===== src/rtl/contador_botones.sv =====
// Debounced up/down event counter feeding the 4-digit BCD display decoder.
// Define CONTADOR_SATURATE_EN to saturate at 0 / MAX_COUNT instead of wrapping.
module contador_botones #(
  parameter int DEBOUNCE_CYCLES = 50000,
  parameter int MAX_COUNT       = 999
) (
  input  logic       clk,
  input  logic       rst_n,
  input  logic       btn_up_n,
  input  logic       btn_down_n,
  input  logic       clr,
  output logic [9:0] count_out,
  output logic       at_max,
  output logic       at_zero,
  output logic       wrap_pulse
);

  localparam logic [19:0] DB_LAST = 20'(DEBOUNCE_CYCLES - 1);
  localparam logic [9:0]  MAX_VAL = 10'(MAX_COUNT);

  logic [1:0] w_btn_n;
  logic [1:0] w_press;
  logic [9:0] r_count;
  logic       r_wrap;

  assign w_btn_n = {btn_down_n, btn_up_n};

  // Index 0 = up button, index 1 = down button; both paths are identical.
  generate
    for (genvar gi = 0; gi < 2; gi++) begin : g_btn
      logic        r_sync1;
      logic        r_sync2;
      logic        r_deb;
      logic        r_deb_d;
      logic        r_press;
      logic [19:0] r_cnt;

      always_ff @(posedge clk or negedge rst_n) begin
        if (!rst_n) begin
          r_sync1 <= 1'b1;
          r_sync2 <= 1'b1;
          r_deb   <= 1'b1;
          r_deb_d <= 1'b1;
          r_press <= 1'b0;
          r_cnt   <= '0;
        end else begin
          r_sync1 <= w_btn_n[gi];
          r_sync2 <= r_sync1;
          if (r_sync2 == r_deb) begin
            r_cnt <= '0;
          end else if (r_cnt == DB_LAST) begin
            r_deb <= r_sync2;
            r_cnt <= '0;
          end else begin
            r_cnt <= r_cnt + 20'd1;
          end
          r_deb_d <= r_deb;
          // Pulse only on the released->pressed edge of the clean level.
          r_press <= r_deb_d & ~r_deb;
        end
      end

      assign w_press[gi] = r_press;
    end
  endgenerate

  always_ff @(posedge clk or negedge rst_n) begin
    if (!rst_n) begin
      r_count <= '0;
      r_wrap  <= 1'b0;
    end else begin
      r_wrap <= 1'b0;
      if (clr) begin
        r_count <= '0;
      end else if (w_press[0] && w_press[1]) begin
        r_count <= r_count;
      end else if (w_press[0]) begin
        if (r_count == MAX_VAL) begin
`ifdef CONTADOR_SATURATE_EN
          r_count <= r_count;
`else
          r_count <= '0;
          r_wrap  <= 1'b1;
`endif
        end else begin
          r_count <= r_count + 10'd1;
        end
      end else if (w_press[1]) begin
        if (r_count == 10'd0) begin
`ifdef CONTADOR_SATURATE_EN
          r_count <= r_count;
`else
          r_count <= MAX_VAL;
          r_wrap  <= 1'b1;
`endif
        end else begin
          r_count <= r_count - 10'd1;
        end
      end
    end
  end

  assign count_out  = r_count;
  assign wrap_pulse = r_wrap;
  assign at_max     = (r_count == MAX_VAL);
  assign at_zero    = (r_count == 10'd0);

endmodule


===== config.mk =====
export PLATFORM = sky130hd
export DESIGN_NAME = contador_botones
export DESIGN_NICKNAME = d
export VERILOG_FILES = /design/src/rtl/contador_botones.sv
export SDC_FILE = /design/constraint.sdc
export NUM_CORES = 1
export LEC_CHECK = 0
export CAP_MARGIN = 20
export CORE_ASPECT_RATIO = 1.2
export CORE_MARGIN = 1.5
export CORE_UTILIZATION = 45
export DETAILED_ROUTE_END_ITERATION = 10
export PLACE_DENSITY_LB_ADDON = 0.1
export SETUP_SLACK_MARGIN = 0.5
export SKIP_LAST_GASP = 1
export SLEW_MARGIN = 5
export SYNTH_ARGS = -nofsm -noshare
export SYNTH_HDL_FRONTEND = slang
export SYNTH_SLANG_ARGS = --single-unit

===== constraint.sdc =====
create_clock -name clk -period 2.3 [get_ports clk]
set_input_delay 0.46 -clock clk [delete_from_list [all_inputs] [get_ports clk]]
set_output_delay 0.46 -clock clk [all_outputs]
set_load 0.05 [all_outputs]

Word level (Yosys, flattened, before mapping)
Cells that the tools add are included.

storage, ports and cells
  register bits after elaboration = 61
  bits of input ports = 5
  output and inout bits = 13
  logic and storage cells = 52

cells by class
  add/subtract/negate cells = 4
  equal/unequal tests = 6
  mux-type cells = 16
  bitwise gates (word level) = 6
  reductions and logical operators = 6

operator list
  cell                                                                  number
  20-bit 2-to-1 mux                                                     4
  10-bit 2-to-1 mux                                                     6
  20-bit by 1-bit adder with 20-bit output, second input constant       2
  20-bit by 16-bit == test with 1-bit output, second input constant     2
  10-bit by 1-bit adder with 10-bit output, second input constant       1
  10-bit == test, second input constant                                 1
  10-bit zero test                                                      1
  10-bit by 1-bit subtractor with 10-bit output, second input constant  1
  1-bit 2-to-1 mux                                                      6
  2-bit AND reduction                                                   3
  1-bit NOT                                                             4
  3-bit nonzero test                                                    1
  1-bit bitwise AND                                                     2
  1-bit == test                                                         2
  2-bit != test, second input constant                                  1
  1-bit logical AND                                                     1

Longest topological paths before layout
Gate-level depths: netlist of the first run.

  depth in word-level cells = 6
  depth in mapped cells = 8
  depth with buffers taken out = 7

Worst setup path after synthesis of the first run
No wires, ideal clock.

  kind = flip-flop to output port
  start point = reg r_count[5], in the netlist count_out[5]
  end point = out at_max
  data arrival time = 2.660 ns
  setup slack = -0.820 ns
  cell stages (with the launch flop) = 4
  path through = dfrtp_1 buf_2 nand4_1 nor4_1

between the ends
  word-level cells in the longest chain between the ends = 1

RTL lines
  item                      RTL line  text
  start: declaration        23        logic [9:0] r_count;
  start signal: assignment  76        r_count <= r_count;
  start signal: assignment  86        r_count <= r_count + 10'd1;
  start signal: assignment  97        r_count <= r_count - 10'd1;
  10-bit == test            105       assign at_max = (r_count == MAX_VAL);
  end: declaration          13        output logic at_max,

Every way passes these cells.

Final worst setup path of the first run
  start point = reg r_count[8], in the netlist count_out[8]
  end point = out at_zero

between the ends
  word-level cells in the longest chain between the ends = 1

RTL lines
  item              RTL line  text
  10-bit zero test  106       assign at_zero = (r_count == 10'd0);
  end: declaration  14        output logic at_zero,

Every way passes these cells.

==> summary.txt, run 1 <==
Register area: 1549 um^2
Final Skew: 9.844 ps
1st-iter DRT viols: 146
Gr usage total: 0.2065
Dpl ws: 276.4 ps
Routed wire length: 7.624 mm
Post-layout util: 0.6075
Mean Syn Cell Area: 9.425 um^2
Slew Limit Fails: 0
# setup viols final: 0
Via count: 2646
HPWL Detailed: 4.647 mm
Worst-skew pair later-pin latency: 340 ps
Largest net degree at the start of global routing: 33
Die width: 79.58 um
IO Port Bufs: 17
CTS max path bufs: 2
Dpl cells: 435
Initial core utilization: 0.4648
Final hold vios: 0
Cells after Synth: 336
Tightest Hold Check Type: in -> async
Post-synthesis register bit count: 61
Syn_nets: 345
H-tree depth: 3
Remaining Overflow, GRT: 0
Run status: complete, no violations
First-pass GRT wire length: 11.87 mm
Placeable Area: 6813 um^2
Die height: 94.90 um
Worst Path Class, Setup: reg -> out
Arrival time worst endpoint: 1800 ps
R2r endpoint: count_out[6]
Asr flop ratio synth: 1.000
Most frequent cells in the layout: 55 x nor2_1, 43 x dfrtp_1, 26 x nand2_1
Unrepaired setup endpoints after global routing: true
Clock Tree Root: clkbuf_8
Fill cell count: 588
Maximum vdd drop: 403.3 uV
RR Startpoint: count_out[0]
Iteration count of the initial detailed-routing pass: 4
TritonCTS Sinks: 61
Area Overhead vs Synth: 30.70%
Worst reg-to-reg path cell count: 9
R2R setup slack: 150 ps
Synth warn: 0
Element type at the critical path end: output pin
Initial antenna violation count: 0
Mapped cell area: 3167 um^2
Number of synthesized flops with an enable pin: 0
CP startpoint kind: flip-flop
CTS tree: built
Boundary Pins: 18
Avg WL per Cell: 15.78 um
Share of layout cells above drive strength 1: 0.2828
Clock-pin slew on the worst setup and hold paths: 70 ps
CP max FO: 7
RePlAce Congestion: 0.9038
Max-cap violation count: 0
Seq/Total Area, Yosys: 0.4852
# DRC: 0
Ys flop type: dfrtp_1
FP Rows: 33
Diodes inserted: 0
Num CTS Buffers: 9
Area share of the largest cell type after synthesis: 0.4188
Synth area leader: dfrtp_1
Peak Freq: 442.6 MHz
Fin cells: 483
Most common cell after layout, fill and taps aside: nor2_1
Worst Path Required: 1840 ps
Final worst path period need: 2259 ps
Setup WS post-layout: 40.74 ps
Vias in the first global route: 2409
Final ANT Viol Nets: 0
Slew margin rel.: 0.6448
Final period util: 0.9823
PnR Total Power: 0.002252 W
Multi-input combinational cell area: 1728 um^2
PwrDens: 544.1 nW/um^2
Worst slew pin tran: 528.7 ps
Final nets: 400
LEAKAGE: 1.779 nW
Die ar.: 7552 um^2
Top post-synthesis cells by area: dfrtp_1 42%, dfstp_2 6.6%, nor2_1 6.5%
Yosys cell types: 47
Vias per cell: 5.478
flip-flops by register name, summed over array words and instances (netlist names):
name	cells
count_out	10
g_btn.r_deb	2
g_btn.r_press	2
wrap_pulse	1
g_btn.r_cnt	40
g_btn.r_sync1	2
g_btn.r_sync2	2
g_btn.r_deb_d	2
layer usage:
layer	GRT usage	vias up	routed length, um
met1	0.2750	1290	3436
met3	0.05217	19	307
li1	-	1279	-
met2	0.3171	58	3686
met4	0.09064	0	193
met5	0	-	0
cell families after synthesis:
logic type      synth area share
compound gates           0.07704
xor+xnor                  0.1106
fa+ha+maj                0.01580
buf+inv                  0.03358
flops                     0.4852
mux                     0.007111
simple gates              0.2707
worst max-delay path by stage:
| stage | to | cells after the start | startpoint | slack [ps] |
|---|---|---|---|---|
| floorplan | at_zero | 3 | count_out[6] | 100 |
| global placement | at_zero | 5 | count_out[0] | 310 |
| detailed placement | at_zero | 5 | count_out[0] | 280 |
| CTS | at_zero | 5 | count_out[1] | -0.8 |
| global route | at_zero | 5 | count_out[0] | -20 |
| finish | at_zero | 3 | count_out[8] | 40 |
synthesized netlist by cell type, types with 2 or more instances:
| master | count |
|---|---|
| a21o_1 | 2 |
| a21oi_1 | 5 |
| a22o_1 | 4 |
| a22oi_1 | 3 |
| a31oi_1 | 2 |
| and2_1 | 3 |
| and3_1 | 7 |
| and4_1 | 2 |
| buf_2 | 7 |
| clkbuf_1 | 2 |
| dfrtp_1 | 53 |
| dfstp_2 | 8 |
| ha_1 | 4 |
| inv_1 | 13 |
| mux2_2 | 2 |
| nand2_1 | 28 |
| nand3_1 | 20 |
| nand4_1 | 10 |
| nor2_1 | 55 |
| nor2b_1 | 6 |
| nor3_1 | 11 |
| nor4_1 | 11 |
| nor4b_1 | 3 |
| o211ai_1 | 4 |
| o21ai_0 | 5 |
| o31ai_1 | 2 |
| or2_1 | 2 |
| or3_1 | 5 |
| xnor2_1 | 18 |
| xor2_1 | 22 |
through the flow:
step / hold WS [ps] / cell area (um^2) / setup TNS [ps]
3_3_place_gp: 345.2 / 3515 / 0
2_1_floorplan: 164.4 / 3233 / 0
5_1_grt: 64.33 / 4139 / -18.84
6_report: 46.99 / 4139 / 0
3_5_place_dp: 347.2 / 3515 / 0
4_1_cts: 48.76 / 3859 / -0.8095
repair_timing:
| action | CTS | global route |
|---|---|---|
| gates cloned | 0 | 3 |
| setup buffers | 6 | 23 |
| hold buffers | 0 | 0 |
| resized for setup | 35 | 28 |
| setup endpoints to repair | 59 | 57 |
| pin swaps | 4 | 15 |
power breakdown:
group / switching, W / leakage (nW) / internal (W)
Clock: 0.000436 / 0.112 / 0.000637
Sequential: 0.00000994 / 0.802 / 0.00109
Combinational: 0.0000523 / 0.865 / 0.0000294
Total: 0.000498 / 1.78 / 0.00175
final cells by class:
| type | count | share of cell area |
|---|---|---|
| Tap cell | 87 | 0.02630 |
| Inverter | 13 | 0.01179 |
| Clock inverter | 6 | 0.02086 |
| Timing Repair Buffer | 52 | 0.1161 |
| Sequential cell | 61 | 0.3742 |
| Multi-Input combinational cell | 254 | 0.4175 |
| Clock buffer | 10 | 0.03325 |
worst max-delay path, cell delays in order, from the launching register on:
cell	delay, ps
dfrtp_2	450
or4_4	590
nor3_4	240
buf_12	170
No activity file was read; power rests on OpenSTA's default activity.
==> inputs of run 2 (changes only) <==
CORE_MARGIN = unset   (was 1.5)
GPL_TIMING_DRIVEN = 0   (was unset)
==> run 2 against run 1 <==
Compared with the run above:
- cell count rose by 0.41%
- global-route usage barely moved
- first-iteration DRC count fell by 36%
- critical path type unchanged
- highest routed layer unchanged
==> summary.txt, run 2 (same netlist as run 1, synthesis figures left out) <==
Run status: complete, no violations
WL met3: 238 um (-22%)
Multi-input combinational cell area: 1718 um^2 (-0.58%)
Remaining Overflow, GRT: 0 (unchanged)
Setup TNS: 0 ps (unchanged)
Gr usage total: 0.2066 (about the same)
Most frequent cells in the layout: 55 x nor2_1, 39 x dfrtp_1, 27 x nand2_1
Critical path, cell by cell: buf_6 -> or4_4 -> nor3_4 -> buf_6
Share of layout cells above drive strength 1: 0.2889 (+0.006116)
Clk network pwr share: 0.416 (-0.060)
Clock-pin slew on the worst setup and hold paths: 60 ps (about the same)
Final Skew: 7.991 ps (-1.853 ps)
Num CTS Buffers: 9 (unchanged)
Worst-skew pair later-pin latency: 330 ps (about the same)
Worst Path Required: 1840 ps (about the same)
IO Port Bufs: 16 (-1)
CP dominant cell by count: buf_6
CP startpoint kind: flip-flop
Max Used Layer: met4
CTS max path bufs: 2 (unchanged)
1st-iter DRT viols: 93 (-36%)
Comb power frac: 0.041 (+0.005)
Placed cell area: 3505 um^2 (-0.28%)
Via count: 2647 (+0.038%)
# setup viols final: 0 (unchanged)
Fill cell count: 611 (+3.9%)
CP max stage delay: 550 ps (-40 ps)
Slew margin rel.: 0.5014 (-0.1435)
Worst slew pin tran: 748.0 ps (+219.2 ps)
Tightest Hold Check Type: in -> async
Design Area, Final: 4083 um^2 (-1.4%)
TritonCTS Sinks: 61 (unchanged)
Initial core utilization: 0.4648 (unchanged)
# DRC: 0 (unchanged)
Slew Limit Fails: 0 (unchanged)
Power Internal: 0.001572 W (-10%)
LEAKAGE: 1.764 nW (-0.87%)
Final hold vios: 0 (unchanged)
Fin cells: 485 (+0.41%)
FP Rows: 33 (unchanged)
Avg WL per Cell: 14.30 um (-9.4%)
Most common cell after layout, fill and taps aside: nor2_1
First-pass GRT wire length: 11.64 mm (-2.0%)
Register area: 1554 um^2 (+0.32%)
Peak Freq: 444.3 MHz (+0.39%)
Dpl cells: 440 (+1.1%)
Final worst path period need: 2251 ps (-8.720 ps)
Area Overhead vs Synth: 28.92%
Largest net degree at the start of global routing: 62 (+88%)
Maximum vdd drop: 257.1 uV (-36%)
Met2 routed WL: 3.391 mm (-8.0%)
Diodes inserted: 0 (unchanged)
Max-cap violation count: 0 (unchanged)
Element type at the critical path end: output pin
Share of power burned in registers: 0.543 (+0.056)
Worst Path Class, Setup: reg -> out
RePlAce Congestion: 0.8552 (-5.4%)
Unrepaired setup endpoints after global routing: true
Die ar.: 7378 um^2 (-2.3%)
Critical Path Slowest Stage Cell: or4_4
Final period util: 0.9785 (-0.003791)
Metal-1 WL: 3.008 mm (-12%)
Final ANT Viol Nets: 0 (unchanged)
Die height: 93.90 um (-1.1%)
HPWL Detailed: 4.410 mm (-5.1%)
Boundary Pins: 18 (unchanged)
Initial antenna violation count: 0 (unchanged)
Routed wire length: 6.934 mm (-9.1%)
Arrival time worst endpoint: 1790 ps (about the same)
Cts-stage hold buffer count: 0 (unchanged)
PwrDens: 495.0 nW/um^2 (-9.0%)
Sw frac: 0.2224 (+0.001330)
Placeable Area: 6813 um^2 (unchanged)
CP max FO: 8 (+1)
Max reg flops: 40 (unchanged)
Most flops, register: g_btn.r_cnt
H-tree depth: 3 (unchanged)
Iteration count of the initial detailed-routing pass: 4 (unchanged)
Clock Tree Root: clkbuf_8
Vias in the first global route: 2591 (+7.6%)
Final nets: 402 (+0.50%)
Switching power: 0.0004495 W (-9.7%)
CTS tree: built
Vias per cell: 5.458 (-0.37%)
Final Hold Slack: 193.6 ps (+146.7 ps)
Die width: 78.58 um (-1.3%)
==> run 2: repair_timing <==
item	in CTS	in global routing
setup buffers	16	13
gates resized for setup	63	26
endpoints found under the setup margin	61	36
pin swaps	11	11
==> run 2: per-stage QoR <==
stage / worst slack (ps) / power [W] / util
after floorplan: 102.5 / 0.001148 / -
final: 49.46 / 0.002021 / 0.5993
after global routing: -10.68 / 0.002121 / 0.5993
after global placement: -1429 / 0.001184 / 0.5141
after CTS: -10.82 / 0.002046 / 0.5736
after detailed placement: -366.9 / 0.001185 / 0.5144
==> run 2: metal layers <==
metal | up-vias | track usage
met3 | 31 | 0.04369
met4 | 0 | 0.1250
met5 | - | 0
met2 | 72 | 0.3420
li1 | 1276 | -
met1 | 1268 | 0.2444
==> run 2: cell type report <==
type / instances / area share
Inverter: 13 / 0.01195
Buffer: 11 / 0.02605
Timing Repair Buffer: 46 / 0.09194
Sequential cell: 61 / 0.3806
Clock inverter: 1 / 0.001226
Multi-Input combinational cell: 251 / 0.4208
Tap cell: 87 / 0.02666
Clock buffer: 15 / 0.04076
==> run 2: critical path: cells and delay by family (launching register included) <==
family | cells | cell delay [ps]
and+or+nand+nor | 2 | 750
DFF | 1 | 400
buffers and inverters | 2 | 310
==> run 2: final timing paths <==
path                                  start               end  slack, ps  cells past startpoint
setup / recovery               count_out[5]           at_zero         50                      4
hold / removal                        rst_n  g_btn[0].r_press        190                      1
setup reg to reg               count_out[3]      count_out[5]        350                      7
hold reg to reg            g_btn[1].r_sync1  g_btn[1].r_sync2        360                      0
max in group asynchronous             rst_n      count_out[7]       1550                      1
min in group clk           g_btn[1].r_sync1  g_btn[1].r_sync2        360                      0
==> run 2: power groups by stage <==
stage / registers (W) / clock network, W / logic [W]
2_1_floorplan: 0.00112 / 0 / 0.0000325
3_3_place_gp: 0.00112 / 0 / 0.0000673
3_5_place_dp: 0.00112 / 0 / 0.0000677
4_1_cts: 0.00110 / 0.000872 / 0.0000777
5_1_grt: 0.00110 / 0.000929 / 0.0000946
6_report: 0.00110 / 0.000841 / 0.0000828
==> inputs of run 3 (changes only) <==
SLEW_MARGIN = 30   (was 5)
==> run 3 against run 2 <==
Compared with the run above:
- non-clock buffer count decreased by 4
- register-to-register slack got worse by 90 ps
- clock skew increased by 3.7 ps
- combinational power increased by 8.2%
- worst setup slack got worse by 28 ps
==> summary.txt, run 3 (same netlist as run 1, synthesis figures left out) <==
Post-layout util: 0.6118 (+0.01249)
Worst Path Required: 1840 ps (about the same)
Share of layout cells above drive strength 1: 0.2937 (+0.004726)
Peak Freq: 438.8 MHz (-1.2%)
Switching power: 0.0004862 W (+8.2%)
Multi-input combinational cell area: 1775 um^2 (+3.4%)
Setup TNS: 0 ps (unchanged)
Iteration count of the initial detailed-routing pass: 4 (unchanged)
HPWL Detailed: 4.486 mm (+1.7%)
Worst Setup SP: count_out[5]
Comb power frac: 0.040 (about the same)
Vias in the first global route: 2483 (-4.2%)
Final period util: 0.9908 (+0.01233)
Register area: 1553 um^2 (about the same)
FP Rows: 33 (unchanged)
1st-iter DRT viols: 91 (-2.2%)
Worst Path Class, Setup: reg -> out
Die height: 93.90 um (unchanged)
Gr usage total: 0.2021 (-0.004464)
CTS tree: built
TritonCTS Sinks: 61 (unchanged)
Run status: complete, no violations
RR Startpoint: count_out[1]
Sw frac: 0.2166 (-0.005810)
Most common cell after layout, fill and taps aside: nor2_1
Power Internal: 0.001759 W (+12%)
Hold path depth: 0
Max-cap violation count: 0 (unchanged)
Vias per cell: 5.496 (+0.70%)
Routed wire length: 7.205 mm (+3.9%)
Diodes inserted: 0 (unchanged)
Unrepaired setup endpoints after global routing: true
PwrDens: 538.6 nW/um^2 (+8.8%)
CP startpoint kind: flip-flop
Num CTS Buffers: 9 (unchanged)
Dpl ws: -358.5 ps (+8.474 ps)
Final nets: 399 (-0.75%)
# setup viols final: 0 (unchanged)
Setup WS post-layout: 21.10 ps (-28.37 ps)
LEAKAGE: 1.789 nW (+1.4%)
Avg WL per Cell: 14.95 um (+4.6%)
Worst-skew pair later-pin latency: 340 ps (about the same)
Most frequent cells in the layout: 55 x nor2_1, 40 x dfrtp_1, 27 x nand2_1
RePlAce Congestion: 0.8552 (unchanged)
IO Port Bufs: 16 (unchanged)
Worst setup path endpoint: at_zero
Remaining Overflow, GRT: 0 (unchanged)
H-tree depth: 3 (unchanged)
Worst hold start: g_btn[1].r_sync1
Arrival time worst endpoint: 1820 ps (+30 ps)
Most flops, register: g_btn.r_cnt
CTS max path bufs: 2 (unchanged)
Tightest Hold Check Type: reg -> reg
Fill cell count: 581 (-4.9%)
Initial core utilization: 0.4648 (unchanged)
Final hold vios: 0 (unchanged)
Die ar.: 7378 um^2 (unchanged)
Largest net degree at the start of global routing: 48 (-23%)
Via count: 2649 (+0.076%)
# DRC: 0 (unchanged)
Placeable Area: 6813 um^2 (unchanged)
Final Skew: 11.68 ps (+3.691 ps)
Die width: 78.58 um (unchanged)
Share of power burned in registers: 0.489 (-0.054)
Final ANT Viol Nets: 0 (unchanged)
Clock Tree Root: clkbuf_8
CP max FO: 6 (-2)
Maximum vdd drop: 343.1 uV (+33%)
Clk network pwr share: 0.471 (+0.055)
Final worst path period need: 2279 ps (+28.37 ps)
R2R setup slack: 260 ps (-90 ps)
Worst slew pin tran: 654.5 ps (-93.45 ps)
Worst reg-to-reg path cell count: 8 (+1)
Slew margin rel.: 0.5637 (+0.06230)
First-pass GRT wire length: 11.39 mm (-2.1%)
PnR Total Power: 0.002245 W (+11%)
Max reg flops: 40 (unchanged)
Element type at the critical path end: output pin
R2r endpoint: count_out[6]
Slew Limit Fails: 0 (unchanged)
Clock-pin slew on the worst setup and hold paths: 60 ps (about the same)
Boundary Pins: 18 (unchanged)
Area Overhead vs Synth: 31.61%
Initial antenna violation count: 0 (unchanged)
==> run 3: cell count changes in the layout (fill, tap and decap cells not counted), sizes merged <==
cell         before  now
clkbuf           20   15
bufinv            0    2
clkinv            1    3
buf              43   38
dlygate4sd2       5    6
a21oi             6    7
dlygate4sd3       0    1
==> run 3: worst min-delay path by stage <==
stage,end
floorplan,count_out[0]
global placement,g_btn[1].r_sync2
detailed placement,g_btn[0].r_press
CTS,g_btn[0].r_sync2
global route,g_btn[0].r_sync2
finish,g_btn[1].r_sync2
==> run 3: what timing repair did <==
action / CTS / global route
pin swaps: 10 / 16
hold buffers: 1 / 0
endpoints found under the hold margin: 14 / 0
setup buffers: 12 / 12
gates cloned: 0 / 1
gates resized for setup: 58 / 29
setup endpoints to repair: 62 / 36
==> run 3: layer usage <==
metal  share of wire  track usage
met1            0.45       0.2455
met2            0.48       0.3377
met3           0.035      0.05049
met4           0.036      0.08796
met5               0            0
==> run 3: layout make-up <==
class | instances | share of cell area
clock inverter | 5 | 0.01801
sequential | 61 | 0.3726
buffer | 11 | 0.02462
multi-input combinational | 252 | 0.4260
clock buffer | 11 | 0.03392
inverter | 13 | 0.01171
timing repair buffer | 42 | 0.08706
tap | 87 | 0.02612
==> run 3: worst max-delay path: stages (launching register included) <==
cell	delay, ps
dfrtp_2	400
buf_6	130
or4_4	570
nor3_4	200
buf_6	180
==> run 3: power by group through the flow <==
stage / combinational [W] / sequential, W / clock, W
after floorplan: 0.0000325 / 0.00112 / 0
final: 0.0000896 / 0.00110 / 0.00106
after detailed placement: 0.0000735 / 0.00112 / 0
after global placement: 0.0000673 / 0.00112 / 0
after CTS: 0.0000844 / 0.00110 / 0.00108
after global routing: 0.000101 / 0.00110 / 0.00113
==> run 3: per-stage QoR <==
stage          area (um^2)  instances  hold WS, ps
2_1_floorplan         3233        336        164.4
3_3_place_gp          3502        439        345.5
3_5_place_dp          3532        440        346.8
4_1_cts               3955        469        355.0
5_1_grt               4168        482        360.4
6_report              4168        482        356.0
==> patch 1, RTL diff (flow settings as in run 1) <==
Register the output `at_zero`, cleared by the reset; this adds one clock of latency there. The other outputs are not delayed to match.
--- a/src/rtl/contador_botones.sv
+++ b/src/rtl/contador_botones.sv
@@ -103,7 +103,13 @@
   assign count_out  = r_count;
   assign wrap_pulse = r_wrap;
   assign at_max     = (r_count == MAX_VAL);
-  assign at_zero    = (r_count == 10'd0);
+  always_ff @(posedge clk or negedge rst_n) begin
+    if (!rst_n) begin
+      at_zero <= '0;
+    end else begin
+      at_zero <= (r_count == 10'd0);
+    end
+  end
 
 endmodule
 
Behaviour: not the same (Yosys sat finds a counterexample within 4 cycles, from zero or initial values and one cycle with rst_n low).
==> patch 1 against run 1 <==
Total power down 2.3%; wire length down 11%; register-to-register slack better by 310 ps; final cell count down 2.3%; via count down 4.8%; area after synthesis up 2.3%; die area up 2.2%; sequential cell count up 1; non-clock buffer count down 10; final area down 3.6%; synthesized cell count up 0.60%; worst setup slack better by 240 ps; critical path type unchanged; largest power group unchanged; highest routed layer unchanged.
==> patch 1: results (changes against run 1) <==
** Placement
- Post-detailed-placement cell area :: 3550 sq um (was 3510 sq um)
- Gpl congestion :: 0.909 (was 0.904)
- Worst Setup Slack post-DPL :: 365 ps (was 276 ps)
- Number of cells after detailed placement :: 436 (was 435)

** Logic synthesis
- Synth area leaders: sky130_fd_sc_hd__dfrtp_1 (42%), sky130_fd_sc_hd__nor2_1 (7.2%), sky130_fd_sc_hd__dfstp_2 (6.5%) (was sky130_fd_sc_hd__dfrtp_1 (42%), sky130_fd_sc_hd__dfstp_2 (6.6%), sky130_fd_sc_hd__nor2_1 (6.5%)).
- Commonest cells in the netlist :: sky130_fd_sc_hd__nor2_1 (62), sky130_fd_sc_hd__dfrtp_1 (54), sky130_fd_sc_hd__nand2_1 (26) (was sky130_fd_sc_hd__nor2_1 (55), sky130_fd_sc_hd__dfrtp_1 (53), sky130_fd_sc_hd__nand2_1 (28))
- Sequential area share after synthesis :: 48.2% (was 48.5%)
- The distinct cell type count after synthesis was 54 (was 47).
- The gate count after technology mapping was 338 (was 336).

** Floorplanning
- Initial core utilization :: 47.0% (was 46.5%)

** Timing
- The worst setup skew after layout is 13.1 ps (was 9.84 ps).
- The worst slew margin relative to its limit was 67.2% (was 64.5%).
- The setup slack of the critical path after layout was 276 ps (was 40.7 ps).
- Worst hold margin :: 98.9 ps (was 47.0 ps)

** Route
- The aggregate routed wire length is 6.82 mm (was 7.62 mm).
- The violation count after the first detailed-routing iteration was 157 (was 146).
- Total via count in the routed design :: 2520 (was 2646)

** Power and ir drop
- The leakage power total came to 1.67 nW (was 1.78 nW).
- The highest ir drop seen on vdd came to 0.000420 V (was 0.000403 V).

** Global routing
- Maximum number of pins on one net before global-route repair :: 40 (was 33)
- The global-route wire length before repair came to 11.4 mm (was 11.9 mm).
- The number of global-route vias before repair is 2395 (was 2409).

** Outcome
- Run status :: completed (unchanged)

** Setup path
- Maximum fanout along the worst path :: 3 (was 7)
- Register-to-register path setup slack :: 460 ps (was 150 ps)
- The cell with the largest stage delay on the worst path is sky130_fd_sc_hd__dfrtp_2 (was sky130_fd_sc_hd__or4_4).
- The data arrival time of the critical path was 1560 ps (was 1800 ps).
- Highest cell delay on the worst timing path :: 400 ps (was 590 ps)

** CTS
- Clock buffer depth :: 2 (unchanged)
- The total CTS buffers came to 9 (unchanged).

** Cells and area
- Final nets :: 389 (was 400)
- Count of placed standard cells in the final layout, fillers left out :: 472 (was 483)
- The proportion of layout cells with a drive suffix above 1 was 26.5% (was 28.3%).
-- patch 1: power by group --
group | internal (mW) | switching, mW | leakage (nW) | total [mW]
combinational | 0.0298 | 0.0484 | 0.756 | 0.0782
sequential | 1.11 | 0.00902 | 0.813 | 1.11
clock | 0.588 | 0.419 | 0.106 | 1.01
total | 1.72 | 0.476 | 1.67 | 2.20
-- patch 1: final timing paths --
| kind | to | startpoint | cells past startpoint |
|---|---|---|---|
| min | count_out[7]$_DFFE_PN0P_ | rst_n | 2 |
| max in group asynchronous | g_btn[0].r_deb_d$_DFF_PN1_ | rst_n | 2 |
| max reg2reg | count_out[9]$_DFFE_PN0P_ | count_out[1]$_DFFE_PN0P_ | 6 |
| min in group clk | g_btn[1].r_sync2$_DFF_PN1_ | g_btn[1].r_sync1$_DFF_PN1_ | 0 |
| max | at_max | count_out[0]$_DFFE_PN0P_ | 4 |
| min reg2reg | g_btn[1].r_sync2$_DFF_PN1_ | g_btn[1].r_sync1$_DFF_PN1_ | 0 |
-- patch 1: final cells by class --
cell class / instances / area (sq um)
clock buffers: 13 / 169
multi-input cells: 255 / 1700
fillers: 580 / 2900
well taps: 87 / 109
inverters: 10 / 37.5
repair buffers: 42 / 359
clock inverters: 3 / 42.5
flip-flops and latches: 62 / 1570
-- patch 1: metal layers --
layer	part of all wire [%]	GRT usage (%)
met1	46	25.6
met2	48	31.0
met3	3.4	5.69
met4	2.3	6.61
met5	0	0
-- patch 1: repair_timing --
action	4_1_cts	5_1_grt
setup endpoints to repair	39	51
gates resized for setup	28	26
hold buffers	0	0
cloned	0	2
endpoints found under the hold margin	0	0
pin swaps	3	12
buffers inserted	7	11
-- patch 1: cells by family (layout without fill, tap and decap cells) --
family / count (synthesis) / after routing / share of synthesized area [%]
AOI/OAI and AO/OA: 35 / 36 / 7.53
xor gates and xnor gates: 40 / 40 / 10.8
adders and majority gates: 4 / 4 / 1.55
buffers and inverters: 23 / 68 / 3.36
DFF: 62 / 62 / 48.2
muxes: 2 / 2 / 0.695
and+or+nand+nor: 172 / 173 / 27.8
==> patch 2, RTL diff (settings of run 1) <==
Without the edit above. Build with the macro `CONTADOR_SATURATE_EN` defined.
--- a/src/rtl/contador_botones.sv
+++ b/src/rtl/contador_botones.sv
@@ -1,5 +1,7 @@
 // Debounced up/down event counter feeding the 4-digit BCD display decoder.
 // Define CONTADOR_SATURATE_EN to saturate at 0 / MAX_COUNT instead of wrapping.
+`define CONTADOR_SATURATE_EN
+
 module contador_botones #(
   parameter int DEBOUNCE_CYCLES = 50000,
   parameter int MAX_COUNT       = 999
Check against the original RTL: no difference found for any inputs over 10 cycles, from zero or initial values and one cycle with rst_n low; that may be too few to reach the edited logic, so the function may still have changed.
==> patch 2 against run 1 <==
Final area increased by 2.8%; worst setup slack gained 210 ps; first-iteration DRC count decreased by 38%; utilization rose by 1.3 points; worst hold slack improved by 60 ps; sequential cell count is 1 lower; total power up 2.3%; area after synthesis rose by 0.83%; final cell count is 0.83% lower; wire length is 1.1% lower; largest cell class unchanged.
==> patch 2: results (changes against run 1) <==
** Placement
- The cell count after placement is 426 (was 435).
- The HPWL after detailed placement is 4.73 mm (was 4.65 mm).
- Count of buffers inserted at the top-level ports :: 16 (was 17)
- The weighted congestion reported at the end of routability-driven placement came to 0.805 (was 0.904).

** Cells and area
- The fraction of standard cell area that is sequential is 35.9% (was 37.4%).
- Fill cell count :: 588 (unchanged)
- The multi-input combinational cell count is 253 (was 254).
- Fraction of layout instances using a drive strength above 1 :: 34.4% (was 28.3%)
- Clock buffers and inverters, area share :: 5.62% (was 5.41%)
- The final sequential cell count is 60 (was 61).
- The count of non-CTS inverters in the layout is 11 (was 13).
- The buffering overhead is 10.4% (was 11.6%).
- Final nets :: 403 (was 400)
- The multi-input gate area in the final layout was 1890 sq um (was 1730 sq um).

** Route
- The count of TritonRoute iterations in the first routing pass was 5 (was 4).
- The routed via count divided by cell count is 5.49 (was 5.48).
- The met1 layer wirelength in the final routing was 3.56 mm (was 3.44 mm).
- The total met3 wirelength after detailed routing was 237 um (was 307 um).
- Wire length reported by the detailed router :: 7.54 mm (was 7.62 mm)
- The length of routed met2 wiring is 3.60 mm (was 3.69 mm).
- Detailed router's first-iteration violation count :: 91 (was 146)

** Setup path
- The data arrival time of the critical path came to 1590 ps (was 1800 ps).
- Maximum fanout along the worst path :: 3 (was 7)
- The launch point of the worst path is count_out[1]$_DFFE_PN0P_ (was count_out[8]$_DFFE_PN0P_).

** Global routing
- Vias in the first global route :: 2641 (was 2409)
- The global router's overall resource usage came to 22.0% (was 20.6%).
- The global-route wire length before repair came to 12.8 mm (was 11.9 mm).
- The pin count of the biggest net entering global routing was 40 (was 33).

** Logic synthesis
- Commonest cells in the netlist :: sky130_fd_sc_hd__nor2_1 (56), sky130_fd_sc_hd__dfrtp_1 (52), sky130_fd_sc_hd__xnor2_1 (30) (was sky130_fd_sc_hd__nor2_1 (55), sky130_fd_sc_hd__dfrtp_1 (53), sky130_fd_sc_hd__nand2_1 (28))
- The distinct cell type count after synthesis was 51 (was 47).
- The sequential-to-total area share from yosys stat came to 47.3% (was 48.5%).
- Synth area leaders :: sky130_fd_sc_hd__dfrtp_1 (41%), sky130_fd_sc_hd__xnor2_1 (8.2%), sky130_fd_sc_hd__dfstp_2 (6.6%) (was sky130_fd_sc_hd__dfrtp_1 (42%), sky130_fd_sc_hd__dfstp_2 (6.6%), sky130_fd_sc_hd__nor2_1 (6.5%))
- Average cell area after synthesis :: 9.71 sq um (was 9.42 sq um)

** Timing
- Max Clock Skew :: 10.6 ps (was 9.84 ps)
- Slew headroom :: 62.7% (was 64.5%)

** Power and ir drop
- The internal power contribution was 1.81 mW (was 1.75 mW).
- Total clock network power :: 1.14 mW (was 1.07 mW)
- Maximum vdd ir drop :: 0.000330 V (was 0.000403 V)

** Run
- Max-capacitance violation count :: 0 (unchanged)

** CTS
- The total CTS buffers came to 9 (unchanged).
- Resized cells post-CTS :: 42 (was 35)

** Outcome
- Run status :: completed (unchanged)
-- patch 2: cells by family (layout without fill, tap and decap cells) --
family          after synthesis  in the layout  synth area share, %
simple gates                154            158                 24.1
buf+inv                      20             79                 3.02
flops                        60             60                 47.3
mux                           3              3                 1.02
fa+ha+maj                    11             11                 4.55
xor+xnor                     43             43                 11.8
other cells                   1              1                0.117
compound gates               37             37                 8.11
-- patch 2: worst max-delay path: stages, from the launching register on --
cell                      delay (ps)
sky130_fd_sc_hd__dfrtp_2         440
sky130_fd_sc_hd__buf_4           160
sky130_fd_sc_hd__nor4_4          290
sky130_fd_sc_hd__and3_4          240
sky130_fd_sc_hd__buf_12          130
-- patch 2: metrics by stage --
| stage | hold WS, ps | power [mW] | util (%) | area (sq um) | setup WS [ps] |
|---|---|---|---|---|---|
| after detailed placement | 348 | 1.17 | 51.6 | 3540 | 278 |
| after global routing | 139 | 2.39 | 62.1 | 4250 | 204 |
| after floorplan | 164 | 1.13 | - | 3300 | 452 |
| after global placement | 347 | 1.17 | 51.6 | 3540 | 335 |
| after CTS | 106 | 2.32 | 59.9 | 4100 | 267 |
| final | 107 | 2.30 | 62.1 | 4250 | 246 |
-- patch 2: worst paths after layout --
kind                       slack, ps  cells after the start                          to
setup / recovery                 250                      4                     at_zero
hold / removal                   110                      1  g_btn[0].r_press$_DFF_PN0_
setup reg to reg                 350                      7    count_out[8]$_DFFE_PN0P_
hold reg to reg                  350                      0  g_btn[1].r_sync2$_DFF_PN1_
max in group asynchronous       1530                      2  g_btn[1].r_sync1$_DFF_PN1_
min in group clk                 350                      0  g_btn[1].r_sync2$_DFF_PN1_
-- patch 2: routing by layer --
layer  vias to the layer above  global-route usage [%]
met5                         -                       0
met4                         0                    9.48
met3                        13                    3.83
met2                        47                    33.4
met1                      1299                    31.0
li1                       1271                       -
